`config.mk`:
```
export PLATFORM = sky130hd
export DESIGN_NAME = serdes_link
export DESIGN_NICKNAME = d
export VERILOG_FILES = /design/src/rtl/serdes_link.sv
export SDC_FILE = /design/constraint.sdc
export NUM_CORES = 1
export LEC_CHECK = 0
export CAP_MARGIN = 15
export CORE_AREA = 2 2 85 79
export DETAILED_ROUTE_END_ITERATION = 10
export DIE_AREA = 0 0 87 81
export DONT_BUFFER_PORTS = 1
export PLACE_DENSITY = 0.54
export REMOVE_ABC_BUFFERS = 1
export SLEW_MARGIN = 20
export SYNTH_ARGS = -nofsm -noshare
export SYNTH_HDL_FRONTEND = slang
export SYNTH_SLANG_ARGS = --single-unit
```
`constraint.sdc`:
```
create_clock -name clk -period 1.5 [get_ports clk]
set_input_delay 0.3 -clock clk [delete_from_list [all_inputs] [get_ports clk]]
set_output_delay 0.3 -clock clk [all_outputs]
set_load 0.01 [all_outputs]
```
`src/rtl/serdes_link.sv`:
```
// serdes_link: start/stop framed serialiser and deserialiser with optional
// internal loopback. One bit per clock, LSB first.
//
// Build option: define SERDES_LINK_PARITY_EN to insert an even-parity bit
// between the last data bit and the stop bit, and to check it on receive.
// Without it the frame is start + DATA_W data bits + stop.
//
// TX states
//   state  | meaning
//   IDLE   | line high, in_ready asserted, waiting for a word
//   START  | driving the start bit (0)
//   DATA   | driving data bit tx_cnt_q
//   PARITY | driving the even-parity bit (parity build only)
//   STOP   | driving the stop bit (1)
//
// RX states
//   state    | meaning
//   R_IDLE   | waiting for the line to drop (start bit)
//   R_DATA   | sampling data bit rx_cnt_q
//   R_PARITY | sampling the parity bit (parity build only)
//   R_STOP   | sampling the stop bit, publishing the word

module serdes_link #(
  parameter int DATA_W = 8
) (
  input  logic              clk,
  input  logic              nreset,
  input  logic [DATA_W-1:0] in_data,
  input  logic              in_valid,
  output logic              in_ready,
  output logic              ser_out,
  input  logic              des_in,
  input  logic              loop_en,
  output logic [DATA_W-1:0] out_data,
  output logic              out_valid,
  output logic              out_err
);

  localparam int CNT_W = (DATA_W > 1) ? $clog2(DATA_W) : 1;
  localparam logic [CNT_W-1:0] CNT_LAST = CNT_W'(DATA_W - 1);

`ifdef SERDES_LINK_PARITY_EN
  typedef enum logic [2:0] {IDLE, START, DATA, PARITY, STOP} tx_state_e;
  typedef enum logic [1:0] {R_IDLE, R_DATA, R_PARITY, R_STOP} rx_state_e;
`else
  typedef enum logic [1:0] {IDLE, START, DATA, STOP} tx_state_e;
  typedef enum logic [1:0] {R_IDLE, R_DATA, R_STOP} rx_state_e;
`endif

  tx_state_e         tx_state_q, tx_state_d;
  logic [CNT_W-1:0]  tx_cnt_q, tx_cnt_d;
  logic [DATA_W-1:0] tx_word_q, tx_word_d;
  logic              ser_out_q, ser_out_d;
`ifdef SERDES_LINK_PARITY_EN
  logic              tx_par_q, tx_par_d;
`endif

  rx_state_e         rx_state_q, rx_state_d;
  logic [CNT_W-1:0]  rx_cnt_q, rx_cnt_d;
  logic [DATA_W-1:0] rx_shift_q, rx_shift_d;
  logic [DATA_W-1:0] out_data_q, out_data_d;
  logic              out_valid_q, out_valid_d;
  logic              out_err_q, out_err_d;
`ifdef SERDES_LINK_PARITY_EN
  logic              rx_par_q, rx_par_d;
`endif

  logic              rx_line;

  // Gating with nreset keeps in_ready low while reset is held, even though
  // the state register already reads IDLE.
  assign in_ready  = (tx_state_q == IDLE) && nreset;
  assign ser_out   = ser_out_q;
  assign out_data  = out_data_q;
  assign out_valid = out_valid_q;
  assign out_err   = out_err_q;

  assign rx_line   = loop_en ? ser_out_q : des_in;

  // TX next state: ser_out_d is the bit that the line carries next cycle,
  // so the register output lines up with the state being entered.
  always_comb begin
    tx_state_d = tx_state_q;
    tx_cnt_d   = tx_cnt_q;
    tx_word_d  = tx_word_q;
    ser_out_d  = 1'b1;
`ifdef SERDES_LINK_PARITY_EN
    tx_par_d   = tx_par_q;
`endif
    case (tx_state_q)
      IDLE: begin
        if (in_valid && in_ready) begin
          tx_word_d  = in_data;
`ifdef SERDES_LINK_PARITY_EN
          tx_par_d   = ^in_data;
`endif
          tx_cnt_d   = '0;
          ser_out_d  = 1'b0;
          tx_state_d = START;
        end
      end
      START: begin
        ser_out_d  = tx_word_q[0];
        tx_cnt_d   = '0;
        tx_state_d = DATA;
      end
      DATA: begin
        if (tx_cnt_q == CNT_LAST) begin
          tx_cnt_d   = '0;
`ifdef SERDES_LINK_PARITY_EN
          ser_out_d  = tx_par_q;
          tx_state_d = PARITY;
`else
          ser_out_d  = 1'b1;
          tx_state_d = STOP;
`endif
        end else begin
          // The word register shifts so bit 0 is always the bit on the line.
          ser_out_d  = tx_word_q[1];
          tx_word_d  = tx_word_q >> 1;
          tx_cnt_d   = tx_cnt_q + 1'b1;
        end
      end
`ifdef SERDES_LINK_PARITY_EN
      PARITY: begin
        ser_out_d  = 1'b1;
        tx_state_d = STOP;
      end
`endif
      STOP: begin
        ser_out_d  = 1'b1;
        tx_state_d = IDLE;
      end
      default: begin
        ser_out_d  = 1'b1;
        tx_state_d = IDLE;
      end
    endcase
  end

  // TX state register; reset drives the line idle-high immediately.
  always_ff @(posedge clk or negedge nreset) begin
    if (!nreset) begin
      tx_state_q <= IDLE;
      tx_cnt_q   <= '0;
      tx_word_q  <= '0;
      ser_out_q  <= 1'b1;
`ifdef SERDES_LINK_PARITY_EN
      tx_par_q   <= 1'b0;
`endif
    end else begin
      tx_state_q <= tx_state_d;
      tx_cnt_q   <= tx_cnt_d;
      tx_word_q  <= tx_word_d;
      ser_out_q  <= ser_out_d;
`ifdef SERDES_LINK_PARITY_EN
      tx_par_q   <= tx_par_d;
`endif
    end
  end

  // RX next state: shift LSB-first, publish the word on the stop slot.
  always_comb begin
    rx_state_d  = rx_state_q;
    rx_cnt_d    = rx_cnt_q;
    rx_shift_d  = rx_shift_q;
    out_data_d  = out_data_q;
    out_valid_d = 1'b0;
    out_err_d   = 1'b0;
`ifdef SERDES_LINK_PARITY_EN
    rx_par_d    = rx_par_q;
`endif
    case (rx_state_q)
      R_IDLE: begin
        if (!rx_line) begin
          rx_cnt_d   = '0;
          rx_state_d = R_DATA;
        end
      end
      R_DATA: begin
        rx_shift_d = {rx_line, rx_shift_q[DATA_W-1:1]};
        if (rx_cnt_q == CNT_LAST) begin
          rx_cnt_d   = '0;
`ifdef SERDES_LINK_PARITY_EN
          rx_state_d = R_PARITY;
`else
          rx_state_d = R_STOP;
`endif
        end else begin
          rx_cnt_d = rx_cnt_q + 1'b1;
        end
      end
`ifdef SERDES_LINK_PARITY_EN
      R_PARITY: begin
        rx_par_d   = rx_line;
        rx_state_d = R_STOP;
      end
`endif
      R_STOP: begin
        // A bad frame is still delivered; out_err flags it.
        out_data_d  = rx_shift_q;
        out_valid_d = 1'b1;
`ifdef SERDES_LINK_PARITY_EN
        out_err_d   = ~rx_line | (rx_par_q ^ (^rx_shift_q));
`else
        out_err_d   = ~rx_line;
`endif
        rx_state_d  = R_IDLE;
      end
      default: begin
        rx_state_d = R_IDLE;
      end
    endcase
  end

  // RX state register; reset drops any frame in progress.
  always_ff @(posedge clk or negedge nreset) begin
    if (!nreset) begin
      rx_state_q  <= R_IDLE;
      rx_cnt_q    <= '0;
      rx_shift_q  <= '0;
      out_data_q  <= '0;
      out_valid_q <= 1'b0;
      out_err_q   <= 1'b0;
`ifdef SERDES_LINK_PARITY_EN
      rx_par_q    <= 1'b0;
`endif
    end else begin
      rx_state_q  <= rx_state_d;
      rx_cnt_q    <= rx_cnt_d;
      rx_shift_q  <= rx_shift_d;
      out_data_q  <= out_data_d;
      out_valid_q <= out_valid_d;
      out_err_q   <= out_err_d;
`ifdef SERDES_LINK_PARITY_EN
      rx_par_q    <= rx_par_d;
`endif
    end
  end

endmodule

```
After elaboration in Yosys (flattened, before gate mapping)

Index checks and enable logic that the tools add are counted.

Multiplexer cells: 21
Eq/ne operators: 12
Bitwise operators: 1
Reductions and logical operators: 12
Add/sub/neg operators: 2

Operators by type and width:

| kind                | count |
|---|---|
| $mux 8              | 2 |
| $pmux 8 s2          | 1 |
| $mux 3              | 4 |
| $pmux 3 s3          | 1 |
| $mux 2              | 4 |
| $ne 2x2->1 const B  | 4 |
| $pmux 2 s4          | 1 |
| $reduce_and 2->1    | 4 |
| $add 3x1->3 const B | 2 |
| $eq 2x2->1 const B  | 3 |
| $eq 3x3->1 const B  | 2 |
| $pmux 3 s2          | 1 |
| $mux 1              | 5 |
| $eq 2x1->1 const B  | 2 |
| $logic_not 2->1     | 2 |
| $pmux 1 s4          | 1 |
| $pmux 2 s2          | 1 |
| $reduce_bool 2->1   | 2 |
| $reduce_and 3->1    | 1 |
| $reduce_bool 3->1   | 1 |
| $logic_and 1x1->1   | 2 |
| $ne 2x1->1 const B  | 1 |
| $not 1->1           | 1 |

Word-level logic and storage cells: 58
Output and inout bits: 12
Bits in registers: 37
Input bits: 13

Logic depth before layout (Yosys ltp)

Gate-level depths: netlist (run 1).

Depth after elaboration: 5
Depth in mapped cells: 7
Depth with buffers taken out: 5

Least setup slack after synthesis (run 1)

OpenSTA, ideal clock, no wires.

Kind: reg2reg
Start: register tx_cnt_q[0]
End: register tx_word_q[0]
Stages on the path, launching flop included: 5
Buffers on the path: 0
Library setup time: 125 ps
Data required time: 1375 ps
Arrival time: 1543 ps
Clock period less this slack: 1667 ps
Setup slack: -167 ps
Path through: dfrtp_1 > ha_1 > ha_1 > a211oi_4 > mux2_2

Cells in the longest elaborated chain, start to end: 3

Ends and longest elaborated chain:

| element                    | RTL line | RTL |
|---|---|---|
| from (decl)                | 51       | `logic [CNT_W-1:0] tx_cnt_q, tx_cnt_d;` |
| from (signal assigned)     | 153      | `tx_cnt_q <= tx_cnt_d;` |
| $eq 3x3->1                 | 108      | `if (tx_cnt_q == CNT_LAST) begin` |
| $ne 2x2->1 (no line)       | n/a      |  |
| $reduce_and 3->1 (no line) | n/a      |  |
| to (signal assigned)       | 154      | `tx_word_q <= tx_word_d;` |
| to (decl)                  | 52       | `logic [DATA_W-1:0] tx_word_q, tx_word_d;` |

Every way passes these cells.
A chain may end at the register's enable or synchronous reset.

Worst setup path in the final report (run 1)

Start: register tx_cnt_q[0]
End: register tx_word_q[7]

The elaborated chain is that of the path after synthesis.

==> results of run 1 <==
[cell families (layout without fill, tap and decap cells)]
| group | after synthesis | in the layout | share of synthesized area, % |
|---|---|---|---|
| simple gates | 36 | 36 | 9.53 |
| compound gates | 18 | 18 | 8.56 |
| fa+ha+maj | 9 | 9 | 6.70 |
| mux | 26 | 26 | 17.3 |
| buf+inv | 9 | 31 | 2.75 |
| flops | 37 | 37 | 55.2 |
[stage by stage]
step	setup WS [ps]	cells	utilization, %	TNS (ps)
finish	-82.3	232	34.7	-693
floorplan	-433	130	-	-3480
global placement	-185	216	29.3	-1620
CTS	-114	231	33.8	-882
global route	-142	232	34.7	-1280
detailed placement	-248	216	29.3	-2290
[worst max-delay path: cells and delay by family (launching register included)]
kind,cells,cell delay [ps]
compound gates,1,230
mux,1,300
fa+ha+maj,2,380
buf+inv,1,170
flops,1,400
[routing by layer]
layer / vias to the layer above / global-route usage (%) / part of all wire [%]
li1: 503 / - / -
met1: 513 / 11.8 / 42
met2: 24 / 17.9 / 51
met3: 2 / 4.27 / 5.2
met4: 0 / 3.75 / 0.93
met5: - / 0 / 0
[flip-flops by register name, indices dropped and copies added, names as in the netlist]
signal	flops
tx_cnt_q	3
out_err	1
ser_out	1
rx_cnt_q	3
out_valid	1
rx_shift_q	8
tx_state_q	2
rx_state_q	2
tx_word_q	8
out_data	8
[final timing paths]
path / startpoint / endpoint / slack [ps]
worst max-delay path: tx_cnt_q[0]$_DFFE_PN0P_ / tx_word_q[7]$_DFFE_PN0P_ / -80
worst min-delay path: in_valid / ser_out$_DFF_PN1_ / 80
worst max register to register: tx_cnt_q[0]$_DFFE_PN0P_ / tx_word_q[7]$_DFFE_PN0P_ / -80
worst min register to register: rx_state_q[1]$_DFFE_PN0P_ / rx_state_q[0]$_DFFE_PN0P_ / 490
max in group asynchronous: nreset / ser_out$_DFF_PN1_ / 780
min in group asynchronous: nreset / out_err$_DFF_PN0_ / 470
[area by class of cell]
type / instances / share of cell area, %
clock buffer: 6 / 3.80
clock inverter: 2 / 1.73
inverter: 4 / 0.690
multi-input combinational: 89 / 38.1
sequential: 37 / 42.6
tap: 75 / 4.32
timing repair buffer: 19 / 8.69
[power groups by stage]
stage	logic [uW]	registers (uW)	clock network [uW]
4_1_cts	2170	1780	927
2_1_floorplan	1160	1690	0
5_1_grt	2580	1840	965
3_3_place_gp	1590	1750	0
6_report	2360	1780	898
3_5_place_dp	1710	1780	0
[what timing repair did]
action,in CTS,in global routing
setup endpoints to repair,14,15
cloned,0,0
setup buffers,5,1
hold buffers,2,0
gates resized for setup,25,12
pin swaps,3,6
hold endpoints to repair,37,0
[synthesized netlist by cell type]
master / count / area, um^2
dfstp_2: 1 / 26.3
dfrtp_1: 36 / 901
o21a_1: 1 / 7.51
o21ai_0: 7 / 35.0
nand2_1: 24 / 90.1
o32a_1: 1 / 10.0
and2_1: 3 / 18.8
nor2b_1: 3 / 18.8
clkbuf_1: 2 / 7.51
o21bai_1: 1 / 7.51
buf_4: 1 / 7.51
a31oi_1: 1 / 6.26
mux2_2: 24 / 270
buf_6: 1 / 11.3
ha_1: 9 / 113
a211oi_4: 1 / 20.0
inv_1: 4 / 15.0
a21oi_1: 1 / 5.00
mux2i_1: 2 / 20.0
a2111oi_0: 1 / 8.76
nand3b_1: 1 / 7.51
nor2_1: 2 / 7.51
a21o_1: 1 / 7.51
a22o_1: 2 / 17.5
nand2b_1: 1 / 6.26
nor3_1: 1 / 5.00
or2_2: 1 / 6.26
a21boi_4: 1 / 18.8
buf_2: 1 / 5.00
==> results.cfg, run 1 <==
[cells_and_area]
design_area_um2 = 2170
drive_gt1_share_pct = 42.0
nFillCells = 605
register_area_um2 = 927
area_growth_pct = 29.4
antennaDiodeCount = 0
mostFrequentLayoutCells = dfrtp_1, nand2_1, mux2_2
layout_commonest_cell = dfrtp_1
multiInputGateArea_um2 = 830
fin_nets = 178

[worst_setup_path]
worstPathCellList = ha_2, ha_4, a211oi_4, buf_12, mux2_4
slowest_delay_ps = 400
r2r.worst_path.cells = 5
worst_setup_path_start_kind = flip-flop
cp.required_ps = 1670
critPathCaptureType = flip-flop
path_class = reg2reg
cp_data_arrival_time_ps = 1750
critPathSlowestCell = dfrtp_1
cp_max_fo = 8

[timing]
fin_hold_ws_ps = 81.0
post-route-worst-setup-slack_ps = -82.3
max_slew_margin_pct = 74.6
finalCritPeriodShare_pct = 105
tightest_slew_ps = 370
rsz0062_at_grt = true
period_minus_slack_ps = 1580
setup-violations-final = 10
fmax_ghz = 0.632
fin_skew_ps = 4.19
hold_viol = 0
finalMaxSlewViolations = 0

[power_and_ir_drop]
p_total_uw = 5040
internal_power_uw = 3390
p_comb_share_pct = 46.8
p_per_area_nw_per_um2 = 2320
swShare_pct = 32.7
switching_power_uw = 1650
p_leak_uw = 0.00100
seqPwrFrac_pct = 35.3
ir_worst_vdd_mv = 0.870
clkPwrFrac_pct = 17.8

[place]
post_dp_cell_area_um2 = 1840
gp_congestion = 0.888
dp.final_hpwl_um = 2280
io_buffers = 0

[clocking]
cts_tree = built
clk_latency_ps = 290
cts_root_buf = clkbuf_8
h-tree-depth = 2
clkTransAtPathRegs_ps = 70
clock-sinks = 37
cts_made_buffers = 5
clk_path_buf_depth = 2

[logic_synthesis]
ys_seq_elements = 37
synth_cell_types = 29
ys_warn_count = 0
synth_cells = 135
seq_area_frac_synth_pct = 55.2
syn-cell-area_um2 = 1680
syn_avg_cell_area_um2 = 12.4

[routing]
via_count = 1042
ant_nets = 0
firstDrtPassIters = 4
drtIter0Drc = 20
wirelength_um = 3430
vias_per_cell = 4.49
drc = 0
wl_per_cell_um = 14.8

[global_routing]
grt_pass1_vias = 1120
grt_use_total_pct = 10.5
grt_overflow = 0
grt_first_pass_wirelength_um = 5400
antenna_found_initial = 0
grt_max_degree = 38

[floorplanning]
dieArea_um2 = 7050
core_area_um2 = 6270
io_pins = 25
start_util_pct = 26.8
fp-row-count = 28
fp.dieH_um = 81
die_w_um = 87

[outcome]
status = finished with violations
violations = negative setup slack

[hold_path]
hold_path_depth = 1
hold_class = in2reg

[flow_run]
cap_violations = 0
Note: power is estimated with default switching activity, not from simulation.
==> run 2, diff against run 1 <==
--- a/config.mk
+++ b/config.mk
@@ -11,8 +11,8 @@
 export DIE_AREA = 0 0 87 81
 export DONT_BUFFER_PORTS = 1
 export PLACE_DENSITY = 0.54
-export REMOVE_ABC_BUFFERS = 1
 export SLEW_MARGIN = 20
 export SYNTH_ARGS = -nofsm -noshare
 export SYNTH_HDL_FRONTEND = slang
 export SYNTH_SLANG_ARGS = --single-unit
+export TNS_END_PERCENT = 5
==> run 2 against run 1 <==
Effect of this change:
- the run ends with negative hold slack, negative setup slack left
- clock skew is 0.66 ps higher
- hold slack worse by 380 ps
- global-route usage is 0.29 points lower
- largest power group unchanged
- highest routed layer unchanged
==> results.cfg, run 2 (same netlist as run 1, synthesis figures left out) <==
[place]
io_buffers = 0
gp_congestion = 0.850
dp.final_hpwl_um = 2270

[power_and_ir_drop]
p_total_uw = 4520
p_per_area_nw_per_um2 = 2200
p_leak_uw = 0.000936
ir_worst_vdd_mv = 0.736

[worst_setup_path]
cp_max_fo = 8
reg2reg_to = tx_word_q[4]$_DFFE_PN0P_
path_class = reg2reg
cpLargestDelayFamily = flip-flops
critPathSlowestCell = dfrtp_1
worst_setup_path_start_kind = flip-flop
crit_buf_inv = 1
slowest_delay_ps = 400
critPathCaptureType = flip-flop
cp.required_ps = 1670
worstPathCellList = ha_2, ha_4, a211oi_4, buf_6, mux2_2
r2r_start = tx_cnt_q[1]$_DFFE_PN0P_
cp_data_arrival_time_ps = 1750
r2r.worst_path.cells = 5
ff2ff_setup_slack_ps = -80

[timing]
hold_viol = 37
finalMaxSlewViolations = 0
period_minus_slack_ps = 1580
finalCritPeriodShare_pct = 106
fin_skew_ps = 4.85
rsz0062_at_grt = true
post-route-worst-setup-slack_ps = -83.2
max_slew_margin_pct = 73.6
setup-violations-final = 8
fmax_ghz = 0.632
tightest_slew_ps = 397
fin_hold_ws_ps = -296

[routing]
drc = 0
ant_nets = 0
wirelength_um = 3210
wl_per_cell_um = 14.0
vias_per_cell = 4.61
via_count = 1056
drtIter0Drc = 69
firstDrtPassIters = 4

[global_routing]
grt_max_degree = 40
grt_first_pass_wirelength_um = 5520
grt_overflow = 0
grt_pass1_vias = 1200
antenna_found_initial = 0
grt_use_total_pct = 10.2

[clocking]
h-tree-depth = 2
clock-sinks = 37
clkTransAtPathRegs_ps = 80
clk_latency_ps = 280
clk_path_buf_depth = 2
cts_root_buf = clkbuf_8
cts_tree = built
cts_made_buffers = 5

[cells_and_area]
fin_nets = 175
area_growth_pct = 21.9
layout_commonest_cell = dfrtp_1
drive_gt1_share_pct = 40.3
nFillCells = 622
mostFrequentLayoutCells = dfrtp_1, nand2_1, mux2_2
utilization_pct = 32.7
antennaDiodeCount = 0

[flow_run]
cap_violations = 0

[floorplanning]
die_w_um = 87
dieArea_um2 = 7050
io_pins = 25
core_area_um2 = 6270
fp-row-count = 28
fp.dieH_um = 81
start_util_pct = 26.8

[outcome]
violations = negative hold slack, negative setup slack
status = finished with violations

[logic_synthesis]
syn_nets = 157

[hold_path]
hold_class = in2async
run 2: cell types whose count changed in the layout (fill, tap and decap cells not counted), sizes merged:
cell         delta
buf             -2
dlygate4sd3     -1
run 2: through the flow:
step           area (um^2)  setup TNS (ps)  setup slack (ps)  cells
2_1_floorplan         1680           -1370              -167    135
3_3_place_gp          1830           -1410              -148    217
3_5_place_dp          1830           -2060              -216    217
4_1_cts               2020            -671             -87.6    228
5_1_grt               2050           -1150              -138    229
6_report              2050            -633             -83.2    229
run 2: power breakdown:
| part | switching [uW] | internal [uW] | leakage (uW) |
|---|---|---|---|
| clock | 350 | 541 | 0.0000574 |
| combinational | 790 | 1080 | 0.000414 |
| sequential | 321 | 1440 | 0.000464 |
| total | 1460 | 3060 | 0.000936 |
run 2: layer usage:
metal  GRT usage (%)  vias up  share of wire, %
met5               0        -                 0
met4            4.06        0               1.1
met3            3.56        4               5.6
met2            17.6       33                51
met1            11.6      525                43
li1                -      494                 -
run 2: area by class of cell:
type / count / area [um^2] / share of cell area [%]
Sequential cell: 37 / 927 / 45.3
Multi-Input combinational cell: 89 / 768 / 37.5
Timing Repair Buffer: 16 / 124 / 6.05
Tap cell: 75 / 93.8 / 4.58
Clock buffer: 6 / 82.6 / 4.03
Clock inverter: 2 / 37.5 / 1.83
Inverter: 4 / 15.0 / 0.733
run 2: what timing repair did:
action / in CTS / in global routing
endpoints found under the setup margin: 14 / 14
endpoints found under the hold margin: 37 / 37
setup buffers: 3 / 1
resized for setup: 13 / 6
run 2: how the worst max path moves through the flow:
stage,startpoint,endpoint,slack [ps],depth (start not counted)
global placement,tx_state_q[0]$_DFFE_PN0P_,tx_word_q[5]$_DFFE_PN0P_,-150,6
finish,tx_cnt_q[1]$_DFFE_PN0P_,tx_word_q[4]$_DFFE_PN0P_,-80,5
detailed placement,tx_state_q[0]$_DFFE_PN0P_,tx_word_q[2]$_DFFE_PN0P_,-220,6
CTS,tx_cnt_q[1]$_DFFE_PN0P_,tx_word_q[4]$_DFFE_PN0P_,-90,5
global route,tx_state_q[0]$_DFFE_PN0P_,tx_word_q[7]$_DFFE_PN0P_,-140,6
floorplan,tx_state_q[0]$_DFFE_PN0P_,tx_word_q[0]$_DFFE_PN0P_,-170,5
